==> config.mk <==
export PLATFORM = sky130hd
export DESIGN_NAME = fft_iter_seq_unit
export DESIGN_NICKNAME = d
export VERILOG_FILES = /design/src/rtl/fft_iter_seq_unit.sv
export SDC_FILE = /design/constraint.sdc
export NUM_CORES = 1
export LEC_CHECK = 0
export CELL_PAD_IN_SITES_DETAIL_PLACEMENT = 1
export CELL_PAD_IN_SITES_GLOBAL_PLACEMENT = 1
export CORE_ASPECT_RATIO = 1.25
export CORE_MARGIN = 2
export CORE_UTILIZATION = 51
export DETAILED_ROUTE_END_ITERATION = 12
export HOLD_SLACK_MARGIN = 0.08
export PLACE_DENSITY_LB_ADDON = 0.1
export SYNTH_ARGS = -nofsm -noshare
export SYNTH_HDL_FRONTEND = slang
export SYNTH_SLANG_ARGS = --single-unit
==> constraint.sdc <==
create_clock -name CLK -period 9.46 [get_ports CLK]
set_clock_uncertainty 0.15 [all_clocks]
set_input_delay 1.419 -clock CLK [delete_from_list [all_inputs] [get_ports CLK]]
set_output_delay 1.419 -clock CLK [all_outputs]
set_load 0.05 [all_outputs]
==> src/rtl/fft_iter_seq_unit.sv <==
// ---------------------------------------------------------------------------
// fft_iter_seq_unit
//
// Runtime-configurable sequencer for an iterative, in-place radix-2 DIT FFT.
// One butterfly is issued per enabled clock. For each layer s, butterfly k
// reads A = g*2^(s+1) + j and B = A + 2^s, where j = k mod 2^s and g = k >> s.
// The twiddle index is j << (AWL-1-s) into a 2^AWL-point table. After the
// last read of a layer the sequencer drains for RD_LAT+BUT_LAT cycles, so the
// last write of a layer completes before the first read of the next layer.
//
// Ports
//   CLK, RST        clock (rising edge), asynchronous active-high reset
//   EN              clock enable, freezes every register including delay lines
//   START           run request, only accepted in IDLE
//   i_LOG2N         FFT size log2 (valid 1..AWL), sampled with START
//   i_INVERSE       inverse-transform flag, sampled with START
//   o_BUSY          accepted START through the DONE cycle inclusive
//   o_DONE          one-cycle pulse after the last write of the last layer
//   o_ERR           one-cycle pulse after START with an invalid i_LOG2N
//   o_FIRST         high on layer-0 read cycles (input RAM select)
//   o_LAYER         current layer index
//   o_RD_EN         read issue strobe
//   o_RD_A_ADDR     butterfly A read address
//   o_RD_B_ADDR     butterfly B read address
//   o_W_ADDR        twiddle index, aligned with o_RD_EN
//   o_W_CONJ        latched i_INVERSE
//   o_BUT_STROB     o_RD_EN delayed RD_LAT
//   o_WR            o_RD_EN delayed RD_LAT+BUT_LAT
//   o_WR_A_ADDR     o_RD_A_ADDR delayed RD_LAT+BUT_LAT
//   o_WR_B_ADDR     o_RD_B_ADDR delayed RD_LAT+BUT_LAT
// ---------------------------------------------------------------------------
module fft_iter_seq_unit #(
  parameter int AWL     = 10,
  parameter int LayWL   = 4,
  parameter int RD_LAT  = 1,
  parameter int BUT_LAT = 4
) (
  input  logic             CLK,
  input  logic             RST,
  input  logic             EN,
  input  logic             START,
  input  logic [LayWL-1:0] i_LOG2N,
  input  logic             i_INVERSE,
  output logic             o_BUSY,
  output logic             o_DONE,
  output logic             o_ERR,
  output logic             o_FIRST,
  output logic [LayWL-1:0] o_LAYER,
  output logic             o_RD_EN,
  output logic [AWL-1:0]   o_RD_A_ADDR,
  output logic [AWL-1:0]   o_RD_B_ADDR,
  output logic [AWL-2:0]   o_W_ADDR,
  output logic             o_W_CONJ,
  output logic             o_BUT_STROB,
  output logic             o_WR,
  output logic [AWL-1:0]   o_WR_A_ADDR,
  output logic [AWL-1:0]   o_WR_B_ADDR
);

  // Total read-to-write latency; also the drain length of every layer.
  localparam int D  = RD_LAT + BUT_LAT;
  // Delay-line word: {strobe, A address, B address}.
  localparam int DW = 2 * AWL + 1;
  localparam int CW = (D > 1) ? $clog2(D) : 1;

  typedef enum logic [1:0] {
    ST_IDLE  = 2'd0,
    ST_READ  = 2'd1,
    ST_DRAIN = 2'd2,
    ST_DONE  = 2'd3
  } state_t;

  // -------------------------------------------------------------------------
  // Address helpers
  // -------------------------------------------------------------------------

  // A address: insert a zero bit at position s of k, i.e. (k>>s)<<(s+1) | j.
  function automatic logic [AWL-1:0] addr_a_f(input logic [LayWL-1:0] s,
                                              input logic [AWL-2:0]   k);
    logic [AWL-1:0] kk;
    logic [AWL-1:0] mask;
    kk   = {1'b0, k};
    mask = (AWL'(1'b1) << s) - AWL'(1'b1);
    return ((kk & ~mask) << 1) | (kk & mask);
  endfunction

  // Twiddle index: j = k mod 2^s scaled to the full 2^AWL-point table.
  // For s = AWL-1 the shifted one wraps to zero, so the mask becomes all ones.
  function automatic logic [AWL-2:0] addr_w_f(input logic [LayWL-1:0] s,
                                              input logic [AWL-2:0]   k);
    logic [AWL-2:0] mask;
    mask = ((AWL-1)'(1'b1) << s) - (AWL-1)'(1'b1);
    return (k & mask) << (LayWL'(AWL - 1) - s);
  endfunction

  // Index of the last butterfly of a layer for an FFT of 2^l points.
  function automatic logic [AWL-2:0] last_k_f(input logic [LayWL-1:0] l);
    logic [AWL-1:0] t;
    t = (AWL'(1'b1) << (l - LayWL'(1'b1))) - AWL'(1'b1);
    return t[AWL-2:0];
  endfunction

  // -------------------------------------------------------------------------
  // State
  // -------------------------------------------------------------------------
  state_t           state_q;
  logic [LayWL-1:0] l_q;
  logic [LayWL-1:0] s_q;
  logic [AWL-2:0]   k_q;
  logic [CW-1:0]    cnt_q;
  logic             busy_q;
  logic             done_q;
  logic             err_q;
  logic             first_q;
  logic [LayWL-1:0] layer_q;
  logic             rd_en_q;
  logic [AWL-1:0]   rd_a_q;
  logic [AWL-1:0]   rd_b_q;
  logic [AWL-2:0]   w_q;
  logic             conj_q;
  logic [DW-1:0]    dly_q [D];

  // Next issued butterfly (layer, index) and its addresses.
  logic [LayWL-1:0] sel_s_d;
  logic [AWL-2:0]   sel_k_d;
  logic [AWL-1:0]   rd_a_d;
  logic [AWL-1:0]   rd_b_d;
  logic [AWL-2:0]   w_d;

  logic             log2n_ok_s;
  logic             last_k_s;
  logic             last_layer_s;
  logic             drain_end_s;

  assign log2n_ok_s   = (i_LOG2N != {LayWL{1'b0}}) && (i_LOG2N <= LayWL'(AWL));
  assign last_k_s     = (k_q == last_k_f(l_q));
  assign last_layer_s = (s_q == (l_q - LayWL'(1'b1)));
  assign drain_end_s  = (cnt_q == CW'(D - 1));

  // Select which butterfly will be issued at the next edge.
  always_comb begin
    sel_s_d = {LayWL{1'b0}};
    sel_k_d = {(AWL-1){1'b0}};
    case (state_q)
      ST_IDLE: begin
        sel_s_d = {LayWL{1'b0}};
        sel_k_d = {(AWL-1){1'b0}};
      end
      ST_READ: begin
        sel_s_d = s_q;
        sel_k_d = k_q + (AWL-1)'(1'b1);
      end
      ST_DRAIN: begin
        sel_s_d = s_q + LayWL'(1'b1);
        sel_k_d = {(AWL-1){1'b0}};
      end
      default: begin
        sel_s_d = {LayWL{1'b0}};
        sel_k_d = {(AWL-1){1'b0}};
      end
    endcase
  end

  // Address generation for the selected butterfly.
  always_comb begin
    rd_a_d = addr_a_f(sel_s_d, sel_k_d);
    rd_b_d = rd_a_d | (AWL'(1'b1) << sel_s_d);
    w_d    = addr_w_f(sel_s_d, sel_k_d);
  end

  // Control FSM with registered read-side outputs.
  always_ff @(posedge CLK or posedge RST) begin
    if (RST) begin
      state_q <= ST_IDLE;
      l_q     <= {LayWL{1'b0}};
      s_q     <= {LayWL{1'b0}};
      k_q     <= {(AWL-1){1'b0}};
      cnt_q   <= {CW{1'b0}};
      busy_q  <= 1'b0;
      done_q  <= 1'b0;
      err_q   <= 1'b0;
      first_q <= 1'b0;
      layer_q <= {LayWL{1'b0}};
      rd_en_q <= 1'b0;
      rd_a_q  <= {AWL{1'b0}};
      rd_b_q  <= {AWL{1'b0}};
      w_q     <= {(AWL-1){1'b0}};
      conj_q  <= 1'b0;
    end else if (EN) begin
      err_q <= 1'b0;
      case (state_q)
        ST_IDLE: begin
          if (START) begin
            if (log2n_ok_s) begin
              state_q <= ST_READ;
              l_q     <= i_LOG2N;
              conj_q  <= i_INVERSE;
              s_q     <= {LayWL{1'b0}};
              k_q     <= {(AWL-1){1'b0}};
              layer_q <= {LayWL{1'b0}};
              busy_q  <= 1'b1;
              rd_en_q <= 1'b1;
              first_q <= 1'b1;
              rd_a_q  <= rd_a_d;
              rd_b_q  <= rd_b_d;
              w_q     <= w_d;
            end else begin
              err_q <= 1'b1;
            end
          end
        end
        ST_READ: begin
          if (last_k_s) begin
            // Last butterfly of the layer has been issued: let the pipe empty.
            state_q <= ST_DRAIN;
            rd_en_q <= 1'b0;
            first_q <= 1'b0;
            cnt_q   <= {CW{1'b0}};
          end else begin
            k_q    <= sel_k_d;
            rd_a_q <= rd_a_d;
            rd_b_q <= rd_b_d;
            w_q    <= w_d;
          end
        end
        ST_DRAIN: begin
          if (drain_end_s) begin
            // The last write of this layer is on the outputs now.
            if (last_layer_s) begin
              state_q <= ST_DONE;
              done_q  <= 1'b1;
            end else begin
              state_q <= ST_READ;
              s_q     <= sel_s_d;
              layer_q <= sel_s_d;
              k_q     <= {(AWL-1){1'b0}};
              rd_en_q <= 1'b1;
              rd_a_q  <= rd_a_d;
              rd_b_q  <= rd_b_d;
              w_q     <= w_d;
            end
          end else begin
            cnt_q <= cnt_q + CW'(1'b1);
          end
        end
        ST_DONE: begin
          state_q <= ST_IDLE;
          done_q  <= 1'b0;
          busy_q  <= 1'b0;
        end
        default: begin
          state_q <= ST_IDLE;
          busy_q  <= 1'b0;
          done_q  <= 1'b0;
          rd_en_q <= 1'b0;
          first_q <= 1'b0;
        end
      endcase
    end
  end

  // Read-to-write delay line carrying the strobe and both addresses.
  always_ff @(posedge CLK or posedge RST) begin
    if (RST) begin
      for (int i = 0; i < D; i++) begin
        dly_q[i] <= {DW{1'b0}};
      end
    end else if (EN) begin
      dly_q[0] <= {rd_en_q, rd_a_q, rd_b_q};
      for (int i = 1; i < D; i++) begin
        dly_q[i] <= dly_q[i-1];
      end
    end
  end

  assign o_BUSY      = busy_q;
  assign o_DONE      = done_q;
  assign o_ERR       = err_q;
  assign o_FIRST     = first_q;
  assign o_LAYER     = layer_q;
  assign o_RD_EN     = rd_en_q;
  assign o_RD_A_ADDR = rd_a_q;
  assign o_RD_B_ADDR = rd_b_q;
  assign o_W_ADDR    = w_q;
  assign o_W_CONJ    = conj_q;
  assign o_BUT_STROB = dly_q[RD_LAT-1][DW-1];
  assign o_WR        = dly_q[D-1][DW-1];
  assign o_WR_A_ADDR = dly_q[D-1][2*AWL-1:AWL];
  assign o_WR_B_ADDR = dly_q[D-1][AWL-1:0];

endmodule

==> impl_metrics.env <==
export IMPL_r2r_end="k_q[1]"
export IMPL_cts_buffers=17
export IMPL_power_density_mw_per_mm2=282.1
export IMPL_multi_input_area_sq_mm=0.003945
export IMPL_ys_seq_area_share_pct=47.85
export IMPL_drt_wirelength_per_cell_um=22.09
export IMPL_outcome="finished, final reports clean"
export IMPL_end_kind="flip-flop"
export IMPL_p_leak_uw=0.004305
export IMPL_grt_pass1_vias=6613
export IMPL_synth_ff_type="dfrtp_1"
export IMPL_cap_violations=0
export IMPL_grt_max_degree=90
export IMPL_ff2ff_path_depth=11
export IMPL_grt_ovfl_total=0
export IMPL_fmax_ghz=0.2076
export IMPL_path_max_fanout=15
export IMPL_crit_chain="inv_1, ha_1, o41ai_2, nand2_1, ha_1, o211a_1, a21oi_1, xor3_1, o2111ai_2, or4_1, a221o_1"
export IMPL_drtAntennaViolNets=0
export IMPL_postCtsHoldBufs=0
export IMPL_syn_avg_cell_area_sq_um=11.19
export IMPL_rsz0062_at_grt="no"
export IMPL_startpoint="l_q[0]"
export IMPL_antenna_cells=0
export IMPL_grt_antenna_before_repair=0
export IMPL_cp_required_ns=9.64
export IMPL_critPathLaunchType="flip-flop"
export IMPL_top_level_ports=70
export IMPL_grt_total_usage_pct=26.91
export IMPL_vias=6084
export IMPL_clk_pin_slew_worst_paths_ns=0.07
export IMPL_num_rows=52
export IMPL_die_w_um=119.3
export IMPL_dieArea_sq_mm=0.01767
export IMPL_die_h_um=148.1
export IMPL_yosys_warnings=0
export IMPL_relSlewSlack_pct=12.05
export IMPL_ctsHtreeMaxLevel=4
export IMPL_first_pass_iters=4
export IMPL_drv_slew=0
export IMPL_clockBufferDepth=2
export IMPL_power_uw=2745
export IMPL_grt_pass1_wl_um=36760
export IMPL_tightest_slew_ns=1.310
export IMPL_synth_seq_cells=162
export IMPL_synth_edf_count=0
export IMPL_finalCritPeriodShare_pct=50.93
export IMPL_clock_sinks=162
export IMPL_drt_iter0_drc=291
export IMPL_cp_slowest_cell="or4_1"
export IMPL_yosysTopAreaCell="dfrtp_1"
export IMPL_hold_viol=0
export IMPL_syn2layout_area_growth_pct=14.86
export IMPL_synth_cells=757
export IMPL_nFillCells=1629
export IMPL_port_buffers=69
export IMPL_syn_nets=783
export IMPL_cpMostUsedCell="ha_1"
export IMPL_final_nets=812
export IMPL_crit_type="reg2reg"
export IMPL_yosysUniqueCellTypes=75
export IMPL_slowest_delay_ns=0.97
export IMPL_wl_um=22420
export IMPL_syn_area_sq_mm=0.008472
export IMPL_ir_drop_uv=162.0
export IMPL_finalSetupViolCount=0
export IMPL_hp_class="reg2reg"
export IMPL_dp_hpwl_um=16120
export IMPL_synthTopCellsByArea="dfrtp_1, mux2_2, ha_1, buf_4, o21ai_0"
export IMPL_finalSetupTns_ns=0
export IMPL_route_detailed_drc=0
export IMPL_post_cts_buffers=0
export IMPL_ff_latch_area_sq_mm=0.004054
export IMPL_whs_ns=0.3519
export IMPL_async_flop_share_pct=100.0
export IMPL_r2r_start="l_q[0]"
export IMPL_clock_insertion_delay_worst_skew_ns=0.44
export IMPL_drive_gt1_share_pct=21.03
export IMPL_coreArea_sq_mm=0.01620
export IMPL_place_gp_congestion=0.9189
export IMPL_clockRootBuffer="clkbuf_16"
export IMPL_detail_route_vias_per_cell=5.994
export IMPL_yosys_area_top_type_share_pct=47.85
export IMPL_r2r_slack_ns=4.64
export IMPL_crit_path_end="k_q[1]"
export IMPL_cts_resized=0
export IMPL_start_util_pct=52.29
export IMPL_cp_arrival_ns=4.99
export IMPL_cts_tree="done"
export IMPL_fin_crit_ns=4.818
per-layer routing:
layer  global-route usage [%]  wire length [um]  up-vias
met5                        0                 0        -
met4                    13.33               924        0
met3                    4.716               727       53
met2                    48.33             11940      139
met1                    30.88              8824     3089
li1                         -                 -     2803
final cells by class:
class | instances | area share [%]
repair buffers | 77 | 7.689
clock inverters | 13 | 1.492
flip-flops and latches | 162 | 41.66
multi-input cells | 496 | 40.54
well taps | 216 | 2.777
inverters | 32 | 1.286
clock buffers | 19 | 4.552
cells in the mapped netlist (all sizes together), types with 3 or more instances:
library cell and instances:
clkbuf 38, mux2i 13, nand4b 3, o21ai 35, a31oi 6, o211a 3, a32oi 3, a22o 7
and2 6, nor3 13, nor4 10, nand4 3, a22oi 4, a32o 3, and3b 3, o211ai 7
a21oi 16, a311oi 5, nand3 25, mux2 128, xnor2 7, o41ai 6, ha 17, or3 8
and3 7, dfrtp 162, o31ai 5, nand2b 7, xor2 9, a21boi 4, o2111ai 4, or4 5
nand2 42, inv 31, o21a 3, a211o 6, a211oi 7, buf 29, nor2 32, o22ai 8
worst min path at each step:
stage | end | slack (ns) | startpoint | cells past startpoint
2_1_floorplan | dly_q[100] | 0.32 | dly_q[100] | 1
3_3_place_gp | o_W_ADDR[3] | 0.33 | o_W_ADDR[3] | 1
3_5_place_dp | dly_q[101] | 0.34 | dly_q[101] | 1
4_1_cts | dly_q[63] | 0.35 | dly_q[84] | 1
5_1_grt | o_WR_A_ADDR[4] | 0.37 | o_WR_A_ADDR[4] | 1
6_report | dly_q[63] | 0.35 | dly_q[84] | 1
cells by family (layout without fill, tap and decap cells):
family          after synthesis  in the layout  share of synthesized area (%)
xor+xnor                     18             18                          2.201
buf+inv                      99            141                          5.583
mux                         141            141                          18.55
fa+ha+maj                    17             17                          2.511
flops                       162            162                          47.85
compound gates              145            145                          12.61
simple gates                175            175                          10.69
critical path, delay by kind of cell (launching register included):
kind / cells / cell delay (ns)
AO/OA/AOI/OAI: 5 / 1.80
AND/OR/NAND/NOR: 2 / 1.09
adder cells (fa/ha/maj): 2 / 0.66
flip-flops: 1 / 0.58
XOR/XNOR: 1 / 0.26
buffers and inverters: 1 / 0.16
stage by stage:
step | utilization, % | area [sq um] | cells | setup WS (ns)
4_1_cts | 60.06 | 9731 | 1015 | 4.655
3_5_place_dp | 56.43 | 9143 | 983 | 4.663
5_1_grt | 60.06 | 9731 | 1015 | 4.296
2_1_floorplan | - | 8472 | 757 | 3.514
6_report | 60.06 | 9731 | 1015 | 4.642
3_3_place_gp | 56.43 | 9143 | 983 | 4.836
layout by cell type, fill, tap and decap left out, types with 8 or more instances in the layout:
master and count:
a21oi_1 16, o21ai_0 33, mux2i_1 13, nand2_1 41, mux2_1 11, nand3_1 25
inv_1 29, clkdlybuf4s50_1 68, dfrtp_1 162, buf_4 9, nor3_1 13, or3_1 8
o22ai_1 8, xor2_1 9, nor4_1 10, nor2_1 32, mux2_2 117, clkbuf_16 17
ha_1 17
power breakdown:
part           internal (uW)  switching (uW)
Combinational            408             684
Clock                    379             310
Sequential               833             131
Total                   1620            1130
sequential cells by signal, summed over array words and instances (netlist names):
register,cells
o_RD_B_ADDR,10
o_RD_EN,1
dly_q,83
state_q,2
o_WR_B_ADDR,10
o_RD_A_ADDR,10
o_DONE,1
o_WR_A_ADDR,10
o_ERR,1
o_WR,1
l_q,4
o_W_CONJ,1
o_BUT_STROB,1
o_BUSY,1
o_LAYER,4
cnt_q,3
o_FIRST,1
o_W_ADDR,9
k_q,9
Power figures use the tool's default switching activity.
